==> src/rtl/ifu_pkg.sv <==
// Shared fetch-stage definitions: FSM encoding, reset PC and the
// NOP used to fill an empty decode slot.
package ifu_pkg;

    typedef enum logic {
        S_REQ  = 1'b0,
        S_WAIT = 1'b1
    } ifu_state_t;

    localparam logic [31:0] RESET_PC = 32'h8000_0000;
    localparam logic [31:0] NOP_INST = 32'h0000_0013;

    function automatic logic [31:0] align_pc(input logic [31:0] a);
        return {a[31:2], 2'b00};
    endfunction

endpackage

==> src/rtl/ifu_out_reg.sv <==
// One-entry valid/ready holding register between fetch and decode.
// Flush empties it; a load may coincide with a drain (no bubble).
module ifu_out_reg #(
    parameter logic [31:0] NOP_INST = ifu_pkg::NOP_INST
) (
    input  logic        clk,
    input  logic        rst,
    input  logic        i_flush,
    input  logic        i_load,
    input  logic [31:0] i_inst,
    input  logic [31:0] i_pc,
    input  logic        i_ready,
    output logic        o_valid,
    output logic [31:0] o_inst,
    output logic [31:0] o_pc
);

    logic        r_valid;
    logic [31:0] r_inst;
    logic [31:0] r_pc;

    always_ff @(posedge clk) begin
        if (rst) begin
            r_valid <= 1'b0;
            r_inst  <= NOP_INST;
            r_pc    <= '0;
        end else if (i_flush) begin
            r_valid <= 1'b0;
            r_inst  <= NOP_INST;
        end else if (i_load) begin
            r_valid <= 1'b1;
            r_inst  <= i_inst;
            r_pc    <= i_pc;
        end else if (r_valid && i_ready) begin
            r_valid <= 1'b0;
            r_inst  <= NOP_INST;
        end
    end

    assign o_valid = r_valid;
    assign o_inst  = r_inst;
    assign o_pc    = r_pc;

endmodule

==> src/rtl/ifu.sv <==
// Instruction fetch stage: owns the PC, keeps one fetch in flight and
// drops wrong-path responses after a redirect.
module ifu #(
    parameter logic [31:0] RESET_PC = ifu_pkg::RESET_PC,
    parameter logic [31:0] NOP_INST = ifu_pkg::NOP_INST
) (
    input  logic        clk,
    input  logic        rst,
    output logic        ireq_valid,
    input  logic        ireq_ready,
    output logic [31:0] ireq_addr,
    input  logic        iresp_valid,
    output logic        iresp_ready,
    input  logic [31:0] iresp_data,
    output logic        outD_valid,
    input  logic        outD_ready,
    output logic [31:0] instD,
    output logic [31:0] pcD,
    output logic [6:0]  opcodeD,
    output logic [2:0]  funct3D,
    output logic [6:0]  funct7D,
    output logic [11:0] funct12D,
    input  logic        redirect_valid,
    input  logic [31:0] redirect_pc
);
    import ifu_pkg::*;

    ifu_state_t  r_state, w_state_nxt;
    logic [31:0] r_pc, w_pc_nxt;
    logic [31:0] r_req_pc, w_req_pc_nxt;
    logic        r_kill, w_kill_nxt;
    logic        w_redir, w_acc, w_resp, w_load;

    assign w_redir     = redirect_valid & ~rst;
    assign ireq_valid  = (r_state == S_REQ) & ~rst;
    assign ireq_addr   = r_pc;
    assign iresp_ready = (r_state == S_WAIT)
                       & (r_kill | ~outD_valid | outD_ready);
    assign w_acc       = ireq_valid & ireq_ready;
    assign w_resp      = iresp_valid & iresp_ready;
    assign w_load      = w_resp & ~r_kill & ~w_redir;

    always_ff @(posedge clk) begin
        if (rst) begin
            r_state  <= S_REQ;
            r_pc     <= RESET_PC;
            r_req_pc <= '0;
            r_kill   <= 1'b0;
        end else begin
            r_state  <= w_state_nxt;
            r_pc     <= w_pc_nxt;
            r_req_pc <= w_req_pc_nxt;
            r_kill   <= w_kill_nxt;
        end
    end

    always_comb begin
        w_state_nxt  = r_state;
        w_pc_nxt     = r_pc;
        w_req_pc_nxt = r_req_pc;
        w_kill_nxt   = r_kill;
        unique case (r_state)
            S_REQ: begin
                if (w_acc) begin
                    w_req_pc_nxt = r_pc;
                    w_pc_nxt     = r_pc + 32'd4;
                    w_state_nxt  = S_WAIT;
                    w_kill_nxt   = w_redir;
                end
            end
            S_WAIT: begin
                if (w_resp) begin
                    w_state_nxt = S_REQ;
                    w_kill_nxt  = 1'b0;
                end else if (w_redir) begin
                    w_kill_nxt  = 1'b1;
                end
            end
            default: w_state_nxt = S_REQ;
        endcase
        // a redirect always wins over the sequential PC
        if (w_redir) begin
            w_pc_nxt = align_pc(redirect_pc);
        end
    end

    ifu_out_reg #(
        .NOP_INST (NOP_INST)
    ) u_out_reg (
        .clk     (clk),
        .rst     (rst),
        .i_flush (w_redir),
        .i_load  (w_load),
        .i_inst  (iresp_data),
        .i_pc    (r_req_pc),
        .i_ready (outD_ready),
        .o_valid (outD_valid),
        .o_inst  (instD),
        .o_pc    (pcD)
    );

    assign opcodeD  = instD[6:0];
    assign funct3D  = instD[14:12];
    assign funct7D  = instD[31:25];
    assign funct12D = instD[31:20];

endmodule

==> config.mk <==
export PLATFORM = sky130hd
export DESIGN_NAME = ifu
export DESIGN_NICKNAME = d
export VERILOG_FILES = /design/src/rtl/ifu_pkg.sv /design/src/rtl/ifu_out_reg.sv /design/src/rtl/ifu.sv
export SDC_FILE = /design/constraint.sdc
export NUM_CORES = 1
export LEC_CHECK = 0
export ABC_AREA = 1
export BUFFER_PORTS_ARGS = -buffer_cell sky130_fd_sc_hd__buf_2
export CAP_MARGIN = 40
export CORE_UTILIZATION = 50
export DETAILED_ROUTE_END_ITERATION = 16
export GPL_TIMING_DRIVEN = 0
export PLACE_DENSITY = 0.82
export SLEW_MARGIN = 30
export SYNTH_ARGS = -nofsm -noshare
export SYNTH_HDL_FRONTEND = slang
export SYNTH_SLANG_ARGS = --single-unit
export TNS_END_PERCENT = 5
==> constraint.sdc <==
create_clock -name clk -period 2 [get_ports clk]
set_clock_uncertainty 0.2 [all_clocks]
set_input_delay 0 -clock clk [delete_from_list [all_inputs] [get_ports clk]]
set_output_delay 0 -clock clk [all_outputs]
set_load 0.03 [all_outputs]
==> out/qor.csv <==
stage,metric,value,unit
synthesis,Synth async-reset ratio,0,%
clocking,deepest clock path buffer count,2,
worst_setup_path,CP Capture Type,register,
placement,dpl cell area,6688,sq um
floorplanning,num rows,38,
clocking,clock root buffer,clkbuf_8,
route,Initial DRC Count,732,
layout,ratio of cells with drive above 1 in the final layout,27.56,%
timing,final setup violating endpoints,0,
synthesis,warning count from the yosys run,0,
grt,gr ovfl total,0,
worst_hold_path,HP Class,input port to register,
floorplanning,core area,10840,sq um
timing,f_max,516.7,MHz
run,max-capacitance violation count,0,
timing,period utilisation layout,96.77,%
floorplanning,Die Width,107.4,microns
pwr,Peak VDD IR,478.4,uV
synthesis,Post-synth EDFFs,0,
placement,Post-Place Cells,1127,
clocking,Clock Sinks,125,
synthesis,synthesis-stage register bit count,125,
pwr,power per cell area,836.7,nW/um^2
floorplanning,IO Pins,198,
grt,first-pass GRT wire length,29.69,mm
synthesis,largest cells by area after synthesis,"dfxtp_1 (45%), nand2_1 (13%), nor2_1 (8.5%)",
outcome,status,completed,
worst_setup_path,Worst Setup Path Type,register to register,
placement,GPL Wtd Cong,0.9482,
layout,Area Overhead vs Synth,45.45,%
layout,post-route cell area,8073,sq um
layout,Ant. Diodes,0,
synthesis,post-synth cell types,33,
worst_setup_path,"critical path fanouts, max",5,
worst_setup_path,Worst EP required,2.18,ns
grt,vias in the first global route,6053,
synthesis,Mapped Area,5550,sq um
clocking,H-Tree Level Count,4,
clocking,CTS Buf Count,17,
route,drc violations,0,
clocking,Worst-path clk slew,0.06,ns
floorplanning,Starting Density,51.20,%
grt,initial antenna violation count,0,
route,vias after detailed routing,6537,
route,WL final,19.48,mm
timing,RSZ-0062 raised after global routing,true,
layout,net count reported at finish,1150,
synthesis,sequential fraction of the synthesis area,45.09,%
clocking,TritonCTS clock tree,done,
placement,Detailed Place HPWL,12.91,mm
grt,largest net degree at the start of global routing,17,
route,post-DR vias/cell,5.306,
placement,port buffer count,190,
synthesis,top_reg_cell synth,dfxtp_1,
synthesis,post-synth top area cell,dfxtp_1,
layout,final std cells w/o fill,1232,
synthesis,Synth Instances,794,
timing,worst slew pin tran,0.6834,ns
grt,total track usage,33.80,%
timing,Sum Neg Setup Slack,0,ns
floorplanning,Die Y,107.4,microns
floorplanning,Die ar.,11530,sq um
timing,Slew HR,54.44,%
timing,Final Hold Slack,0.05886,ns
route,antenna-violating nets left,0,
timing,fin crit period,1.935,ns
pwr,Leak,3.887,nW
route,drt first pass iters,5,
clocking,clk_lat worst skew,0.53,ns
timing,max-slew violations,0,
route,routed len/inst,15.81,microns
worst_setup_path,Crit path arrival time,2.11,ns
timing,"Hold Vio Cnt, Final",0,
worst_setup_path,Setup crit start kind,register,
synthesis,share of the synthesized area in the top cell type,45.09,%
synthesis,Avg Inst Size Synth,6.990,sq um
[layer usage]
layer | track usage [%] | up-vias | share of wire, %
li1 | - | 3101 | -
met1 | 37.07 | 2979 | 38
met2 | 59.77 | 388 | 49
met3 | 9.201 | 69 | 9.0
met4 | 16.93 | 0 | 3.8
met5 | 0 | - | 0
[kinds of logic (layout without fill, tap and decap cells)]
logic type	Yosys count	after routing	synth area share, %
AND/OR/NAND/NOR	400	400	29.35
other	1	4	0.06756
AO/OA/AOI/OAI	131	131	12.96
flip-flops	125	125	45.09
adder cells (fa/ha/maj)	1	1	0.2254
buffers and inverters	129	424	11.20
XOR/XNOR	7	7	1.105
[through the flow]
step | util [%] | setup slack [ns] | power, mW
floorplan | - | 0.02463 | 3.312
global placement | 61.69 | -0.1160 | 3.624
detailed placement | 61.69 | -0.1467 | 3.635
CTS | 73.86 | -0.007014 | 6.728
global route | 74.47 | -0.03457 | 6.980
finish | 74.47 | 0.06467 | 6.755
[report_power, final]
group | switching (mW) | total, mW | internal, mW
clock | 1.17 | 3.01 | 1.84
sequential | 0.111 | 2.73 | 2.61
combinational | 0.657 | 1.02 | 0.363
total | 1.94 | 6.75 | 4.82
[cell usage in the layout, fill, tap and decap left out, types with 2 or more instances in the layout]
cell type      instances
a21oi_1               45
a31oi_1                5
buf_1                  2
buf_2                196
buf_4                 38
bufinv_16              2
clkbuf_1              21
clkbuf_16             16
clkbuf_2               5
clkbuf_4               2
clkbuf_8               3
clkinv_2               4
clkinv_4               3
clkinvlp_4             3
conb_1                 4
dfxtp_1              120
dfxtp_2                5
dlygate4sd3_1         70
inv_1                 52
inv_2                  3
inv_6                  2
nand2_1              190
nand2_2                3
nand3_1               62
nand4_1                5
nor2_1               118
nor2_2                 7
nor2_4                 2
nor3_1                 6
nor3_2                 2
o21ai_0               61
o21bai_1               4
o221ai_1               8
o22ai_1                3
xnor2_1                3
xor2_1                 4
[timing repair]
action / CTS / global route
pin swaps: 1 / 1
hold endpoints to repair: 105 / 0
gates resized for setup: 6 / 31
hold buffers: 70 / 0
endpoints found under the setup margin: 49 / 86
setup buffers: 3 / 0
[flip-flops by register name (all words and copies together) (netlist names)]
register	cells
ireq_addr	30
r_state	1
r_req_pc	30
r_kill	1
u_out_reg.o_inst	32
u_out_reg.o_valid	1
u_out_reg.o_pc	30
[worst max-delay path: stages (launching register included)]
cell and delay, ns:
dfxtp_1 0.42, ha_1 0.21, nand2_1 0.09, nor2_2 0.18
nand2_2 0.16, nor2_2 0.15, nand2_1 0.07, nand2_1 0.06
nand3_1 0.10, nand2_1 0.11, a21oi_1 0.06
[Yosys cell counts, drive strengths merged, types with 4 or more instances]
cell	instances
inv	56
o21bai	4
xor2	4
nand3	63
o21ai	61
a21oi	46
nor2	127
dfxtp	125
nand2	193
buf	46
nand4	5
clkbuf	25
nor3	9
o221ai	8
a31oi	5
[cell type report]
type	instances	area [sq um]
Multi-Input combinational cell	543	2491
Buffer	71	419.2
Timing Repair Buffer	263	1674
Clock buffer	19	441.7
Tap cell	140	175.2
Clock inverter	13	138.9
Fill cell	793	2768
Sequential cell	125	2509
Inverter	58	224.0
[path summary, 6_finish.rpt]
path                                                start                               end  slack (ns)  cells past startpoint
worst min-delay path                        iresp_data[1]  u_out_reg.o_inst[1]$_SDFFE_PP1P_        0.06                      4
worst max-delay path            ireq_addr[2]$_SDFFE_PP0P_        ireq_addr[28]$_SDFFE_PP0P_        0.06                     10
worst max register to register  ireq_addr[2]$_SDFFE_PP0P_        ireq_addr[28]$_SDFFE_PP0P_        0.06                     10
worst min register to register  r_req_pc[31]$_SDFFE_PP0P_   u_out_reg.o_pc[31]$_SDFFE_PP0P_        0.26                      2
(Power assumes the default switching activity.)
